$ cat config.mk
export PLATFORM = sky130hd
export DESIGN_NAME = gf_mult_iter
export DESIGN_NICKNAME = d
export VERILOG_FILES = /design/src/rtl/gf_mult_iter.sv
export SDC_FILE = /design/constraint.sdc
export NUM_CORES = 2
export LEC_CHECK = 0
export CORE_UTILIZATION = 60
export CTS_CLUSTER_SIZE = 14
export DETAILED_ROUTE_END_ITERATION = 6
export PLACE_DENSITY = 0.84
export SYNTH_ARGS = -nofsm -noshare
export SYNTH_HDL_FRONTEND = slang
export SYNTH_SLANG_ARGS = --single-unit
$ cat constraint.sdc
create_clock -name clk -period 3.5 [get_ports clk]
set_clock_uncertainty 0.2 [all_clocks]
set_input_delay 0.525 -clock clk [delete_from_list [all_inputs] [get_ports clk]]
set_output_delay 0.525 -clock clk [all_outputs]
set_load 0.005 [all_outputs]
$ cat src/rtl/gf_mult_iter.sv
// Iterative GF(2^WIDTH) multiplier. Each busy cycle it consumes DIGIT multiplier
// bits, LSB first. Latency is WIDTH/DIGIT cycles with no early exit.
// Optional build macro GF_MULT_ACCUM_EN adds an in_acc port. When in_acc is set,
// the new product is XORed into the previous z (GHASH-style chaining).
module gf_mult_iter #(
  parameter int              WIDTH = 128,
  parameter int              DIGIT = 8,
  parameter logic [WIDTH-1:0] POLY = 'h87
) (
  input  logic             clk,
  input  logic             rst,
  input  logic             in_valid,
  output logic             in_ready,
  input  logic [WIDTH-1:0] x,
  input  logic [WIDTH-1:0] y,
`ifdef GF_MULT_ACCUM_EN
  input  logic             in_acc,
`endif
  output logic             out_valid,
  input  logic             out_ready,
  output logic [WIDTH-1:0] z
);

  // Guarded so a bad DIGIT reaches the elaboration check instead of dividing by zero.
  localparam int NumCyc = (DIGIT >= 1) ? WIDTH / DIGIT : 1;
  localparam int CntW   = $clog2(NumCyc + 1);

  if (DIGIT < 1) begin : g_bad_digit
    $error("gf_mult_iter: DIGIT must be at least 1");
  end else if (WIDTH < 2) begin : g_bad_width
    $error("gf_mult_iter: WIDTH must be at least 2");
  end else if (WIDTH % DIGIT != 0) begin : g_bad_ratio
    $error("gf_mult_iter: WIDTH must be a multiple of DIGIT");
  end

  typedef enum logic [1:0] {StIdle, StBusy, StDone} state_e;

  state_e           state_q, state_d;
  logic [WIDTH-1:0] m_q, m_d;
  logic [WIDTH-1:0] ysh_q, ysh_d;
  logic [WIDTH-1:0] acc_q, acc_d;
  logic [WIDTH-1:0] z_q, z_d;
  logic [CntW-1:0]  cnt_q, cnt_d;
  logic [WIDTH-1:0] m_step, acc_step;
  logic [WIDTH-1:0] z_prev;

`ifdef GF_MULT_ACCUM_EN
  logic chain_q, chain_d;
  assign z_prev = chain_q ? z_q : '0;
`else
  assign z_prev = '0;
`endif

  // One digit of shift-and-add: conditionally accumulate m, then multiply m by alpha.
  always_comb begin
    m_step   = m_q;
    acc_step = acc_q;
    for (int j = 0; j < DIGIT; j++) begin
      if (ysh_q[j]) acc_step = acc_step ^ m_step;
      m_step = {m_step[WIDTH-2:0], 1'b0} ^ (m_step[WIDTH-1] ? POLY : '0);
    end
  end

  // FSM next state, datapath next state and handshake outputs.
  always_comb begin
    state_d   = state_q;
    m_d       = m_q;
    ysh_d     = ysh_q;
    acc_d     = acc_q;
    cnt_d     = cnt_q;
    z_d       = z_q;
    in_ready  = 1'b0;
    out_valid = 1'b0;
`ifdef GF_MULT_ACCUM_EN
    chain_d   = chain_q;
`endif
    unique case (state_q)
      StIdle: begin
        in_ready = 1'b1;
        if (in_valid) begin
          m_d     = x;
          ysh_d   = y;
          acc_d   = '0;
          cnt_d   = '0;
          state_d = StBusy;
`ifdef GF_MULT_ACCUM_EN
          chain_d = in_acc;
`endif
        end
      end
      StBusy: begin
        m_d   = m_step;
        acc_d = acc_step;
        ysh_d = ysh_q >> DIGIT;
        cnt_d = cnt_q + CntW'(1);
        if (cnt_q == CntW'(NumCyc - 1)) begin
          z_d     = acc_step ^ z_prev;
          state_d = StDone;
        end
      end
      StDone: begin
        out_valid = 1'b1;
        if (out_ready) state_d = StIdle;
      end
      default: state_d = StIdle;
    endcase
  end

  // State registers with synchronous reset; reset clears any operation in flight.
  always_ff @(posedge clk) begin
    if (rst) begin
      state_q <= StIdle;
      m_q     <= '0;
      ysh_q   <= '0;
      acc_q   <= '0;
      cnt_q   <= '0;
      z_q     <= '0;
`ifdef GF_MULT_ACCUM_EN
      chain_q <= 1'b0;
`endif
    end else begin
      state_q <= state_d;
      m_q     <= m_d;
      ysh_q   <= ysh_d;
      acc_q   <= acc_d;
      cnt_q   <= cnt_d;
      z_q     <= z_d;
`ifdef GF_MULT_ACCUM_EN
      chain_q <= chain_d;
`endif
    end
  end

  assign z = z_q;

endmodule

Word level (Yosys, flattened, before mapping)
Index checks and enable logic that the tools add are counted.
Word-level totals
  bits in registers: 519
  word-level logic and storage cells: 64
Operators by class
  add/subtract/negate cells: 1
  multiplexer cells: 30
  bitwise gates (word level): 16
  eq/ne operators: 6
  reductions and logical operators: 5
Operators with widths (number)
  $mux W128: 11
  $xor A128 B128 Y128: 8
  $xor A128 B8 Y128: 8
  $pmux W128 S2: 3
  $mux W8: 8
  $pmux W5 S2: 1
  $mux W2: 3
  $ne A2 B2 Y1 const B: 3
  $pmux W2 S3: 1
  $add A5 B1 Y5 const B: 1
  $eq A5 B4 Y1 const B: 1
  $mux W5: 1
  $reduce_and A2 Y1: 2
  $reduce_and A3 Y1: 1
  $eq A2 B1 Y1 const B: 1
  $eq A2 B2 Y1 const B: 1
  $logic_not A2 Y1: 1
  $mux W1: 2
  $reduce_bool A2 Y1: 1

Logic depth before layout (Yosys ltp)
  depth after elaboration: 17
  gate-level depth with buffers: 10

Worst setup path before layout
Ideal clock, no wire load.
  path kind: reg-to-reg
  start: register cnt_q[0]
  end: register z_q[100] (netlist: z[100])
  cell stages (with the launch flop): 10
  period minus slack after synthesis: 2214 ps
  slack: 1286 ps
  data required time: 3230 ps
  arrival time: 1943 ps
  cell sequence: dfxtp_1 > ha_1 > and3_1 > ha_1 > and2_1 > clkbuf_1 > clkbuf_1 > buf_1 > nand2_1 > a21oi_1
Between the ends
  cells in the longest elaborated chain, start to end: 2
Ends and longest elaborated chain
  from (decl): RTL line 43  | logic [CntW-1:0] cnt_q, cnt_d;
  from (signal assigned): RTL line 126  | cnt_q <= cnt_d;
  $eq A5 B4 Y1: RTL line 96  | if (cnt_q == CntW'(NumCyc - 1)) begin
  $reduce_and A2 Y1 (no line)
  to (signal assigned): RTL line 127  | z_q <= z_d;
  to (decl): RTL line 42  | logic [WIDTH-1:0] z_q, z_d;
Every way passes these cells.
A chain may end at the register's enable or synchronous reset.

Final worst setup path
  start: register state_q[0]
  end: output port out_valid
Between the ends
  cells in the longest elaborated chain, start to end: 2
Ends and longest elaborated chain
  from (decl): RTL line 38  | state_e state_q, state_d;
  from (signal assigned): RTL line 112  | state_q <= StIdle;
  from (signal assigned): RTL line 122  | state_q <= state_d;
  $eq A2 B2 Y1: RTL line 77  | unique case (state_q)
  $mux W1: RTL line 77
  to (decl): RTL line 19  | output logic out_valid,
Every way passes these cells.

==> results.cfg <==
[setup_path]
worst-path-buf-inv = 2
critPathSlowestCell = clkdlybuf4s50_1
path_max_fanout = 164
critPathRequiredTime_ns = 2.77
critPathTopFamily = buffers and inverters
endpoint_kind = output port
arrival_ns = 2.18
ff2ff_path_depth = 7
max_stage_delay_ns = 0.48
cp_cell_sequence = buf_12 -> nor2b_1 -> clkdlybuf4s50_1
crit_cells = 3
start_kind = flip-flop
crit_type = reg -> out

[sta]
slew_viol_final = 0
rsz0062_at_grt = false
setup_viol = 0
max_freq_ghz = 0.344
layout_min_cycle_time_ns = 2.90
finalHoldViolCount = 0
fin_ws_ns = 0.595
holdWs_ns = 0.166
final.setup.tns_ns = 0
tightest_slew_ns = 0.904
period_share = 0.830
slew_headroom = 0.397

[route]
drt_iter0_drc = 3259
drc = 1
routedWlPerCell_um = 17.2
dr.pass1.iters = 7
detail-route-antenna-nets = 0
routed_via_density = 5.67
wirelength_um = 105000
vias = 34667

[yosys]
yosys-top-cells-count = nand2_1, nor2_1, xnor2_1, dfxtp_1, a21oi_1
synth_edf_count = 0
synth_nets = 5528
synth_top_cell_by_area = dfxtp_1
ys_ff_latch = 519
ys_dominant_reg_cell = dfxtp_1
async_flop_share = 0
netlist_area_mm2 = 0.0357
ys_warn_count = 0
synth_top_area_frac = 0.291
synth_cell_types = 46
synth_seq_area_share = 0.291
synth_area_leaders = dfxtp_1, xnor2_1, nand2_1
yosysMostFrequentCell = nand2_1
synth_area_per_cell_um2 = 6.79
syn_inst = 5266

[grt]
grt_pass1_wl_um = 168000
gr-usage-all-layers = 0.338
grt_overflow_total = 0
grt_max_degree = 176
grt_pass1_vias = 32342
antenna_found_initial = 8

[die]
die_x_um = 246
dieArea_mm2 = 0.0605
core_mm2 = 0.0589
start_util = 0.607
io_pins = 390
fp.dieH_um = 246
rows = 89

[outcome]
outcome = finished, violations left
violations = DRC

[power]
leakagePower_nw = 14.6
vdd_drop_max_v = 0.000523
cellPowerDensity_mw_per_mm2 = 464

[finish]
area_delta_synth_final_pct = 16.4
final_nets = 5548
utilization = 0.706
area.sequential_mm2 = 0.0104
fin_cells = 6109
drive_above_1_share = 0.0366
fillerInstances = 4762
multi_input_area_mm2 = 0.0234

[clock_network]
path_clk_slew_ns = 0.06
cts-root-buf = clkbuf_16
cts_hold_buf = 0
cts_sinks = 519
post_cts_resized = 0
cts_tree = yes
h-tree-depth = 2
cts_buffer_depth = 3
post_cts_buffers = 0
clk_latency_ns = 0.63
numCtsBuffers = 58

[run]
drv_cap = 0

[hold_path]
min_path_type = in -> reg
min_path_cells = 2

[placed_design]
port_buffers = 389
place_congestion = 0.882
dp.cells = 5999
hpwl_um = 67000
pre_cts_ws_ns = 0.784
flip-flops by register name, summed over array words and instances, names as in the netlist:
signal	count
state_q	2
cnt_q	5
z	128
acc_q	128
ysh_q	128
m_q	128
cell type report:
class                           instances  area share
Multi-Input combinational cell       4238       0.562
Clock inverter                         28     0.00903
Timing Repair Buffer                  458       0.114
Inverter                               11    0.000993
Antenna cell                            5    0.000301
Clock buffer                           77      0.0398
Sequential cell                       519       0.251
Tap cell                              773      0.0233
cell families (layout without fill, tap and decap cells):
| group | count (synthesis) | in the layout | share of synthesized area |
|---|---|---|---|
| DFF | 519 | 519 | 0.291 |
| xor gates and xnor gates | 1034 | 1034 | 0.257 |
| and+or+nand+nor | 2634 | 2634 | 0.303 |
| adders and majority gates | 2 | 2 | 0.000700 |
| AOI/OAI and AO/OA | 568 | 568 | 0.0930 |
| buffers and inverters | 509 | 574 | 0.0556 |
| other | 0 | 5 | 0 |
report_power, final:
| part | internal [mW] | switching, mW | leakage (nW) |
|---|---|---|---|
| Clock | 3.91 | 2.63 | 1.01 |
| Combinational | 2.56 | 3.00 | 9.37 |
| Sequential | 6.37 | 0.850 | 4.26 |
| Total | 12.8 | 6.48 | 14.6 |
routing by layer:
metal	wire length [um]	GRT usage	vias up	part of all wire
li1	-	-	16492	-
met1	42000	0.430	16341	0.40
met2	48900	0.552	1581	0.46
met3	10600	0.0734	241	0.10
met4	3650	0.136	12	0.035
met5	82	0	-	0.00078
placed cells by master, fill, tap and decap left out, types with 3 or more instances in the layout:
master           netlist  layout
a211oi_1              17      17
a21oi_1              381     381
a22oi_1              140     140
a311oi_1               4       4
and3_1                 3       3
buf_12                 0      24
buf_4                  3      45
bufinv_16              0       8
clkbuf_1             328       7
clkbuf_16              0      59
clkbuf_8               0      12
clkdlybuf4s50_1        0     387
clkinv_2               0      12
dfxtp_1              519     509
dfxtp_4                0      10
diode_2                0       5
inv_1                 11      11
inv_6                  0       3
nand2_1             1272    1271
nand3_1                5       5
nor2_1               866     865
nor2b_1              235     234
nor3_1               235     235
nor4_1                 4       4
o22ai_1                6       6
or2_2                  4       3
xnor2_1              767     767
xnor2_2                3       3
xnor3_1                5       5
xor2_1               257     257
through the flow:
stage | power [mW] | instance area (um^2)
after detailed placement | 12.8 | 39500
after global routing | 20.2 | 41600
after CTS | 19.3 | 41600
final | 19.3 | 41600
after floorplan | 11.3 | 35700
after global placement | 12.7 | 39500
worst paths after layout:
path	startpoint	endpoint	slack [ns]
max reg2reg	m_q[123]	acc_q[2]	0.73
max	state_q[0]	out_valid	0.60
min	rst	acc_q[80]	0.17
min reg2reg	z[22]	z[22]	0.25
(Power assumes the default switching activity.)
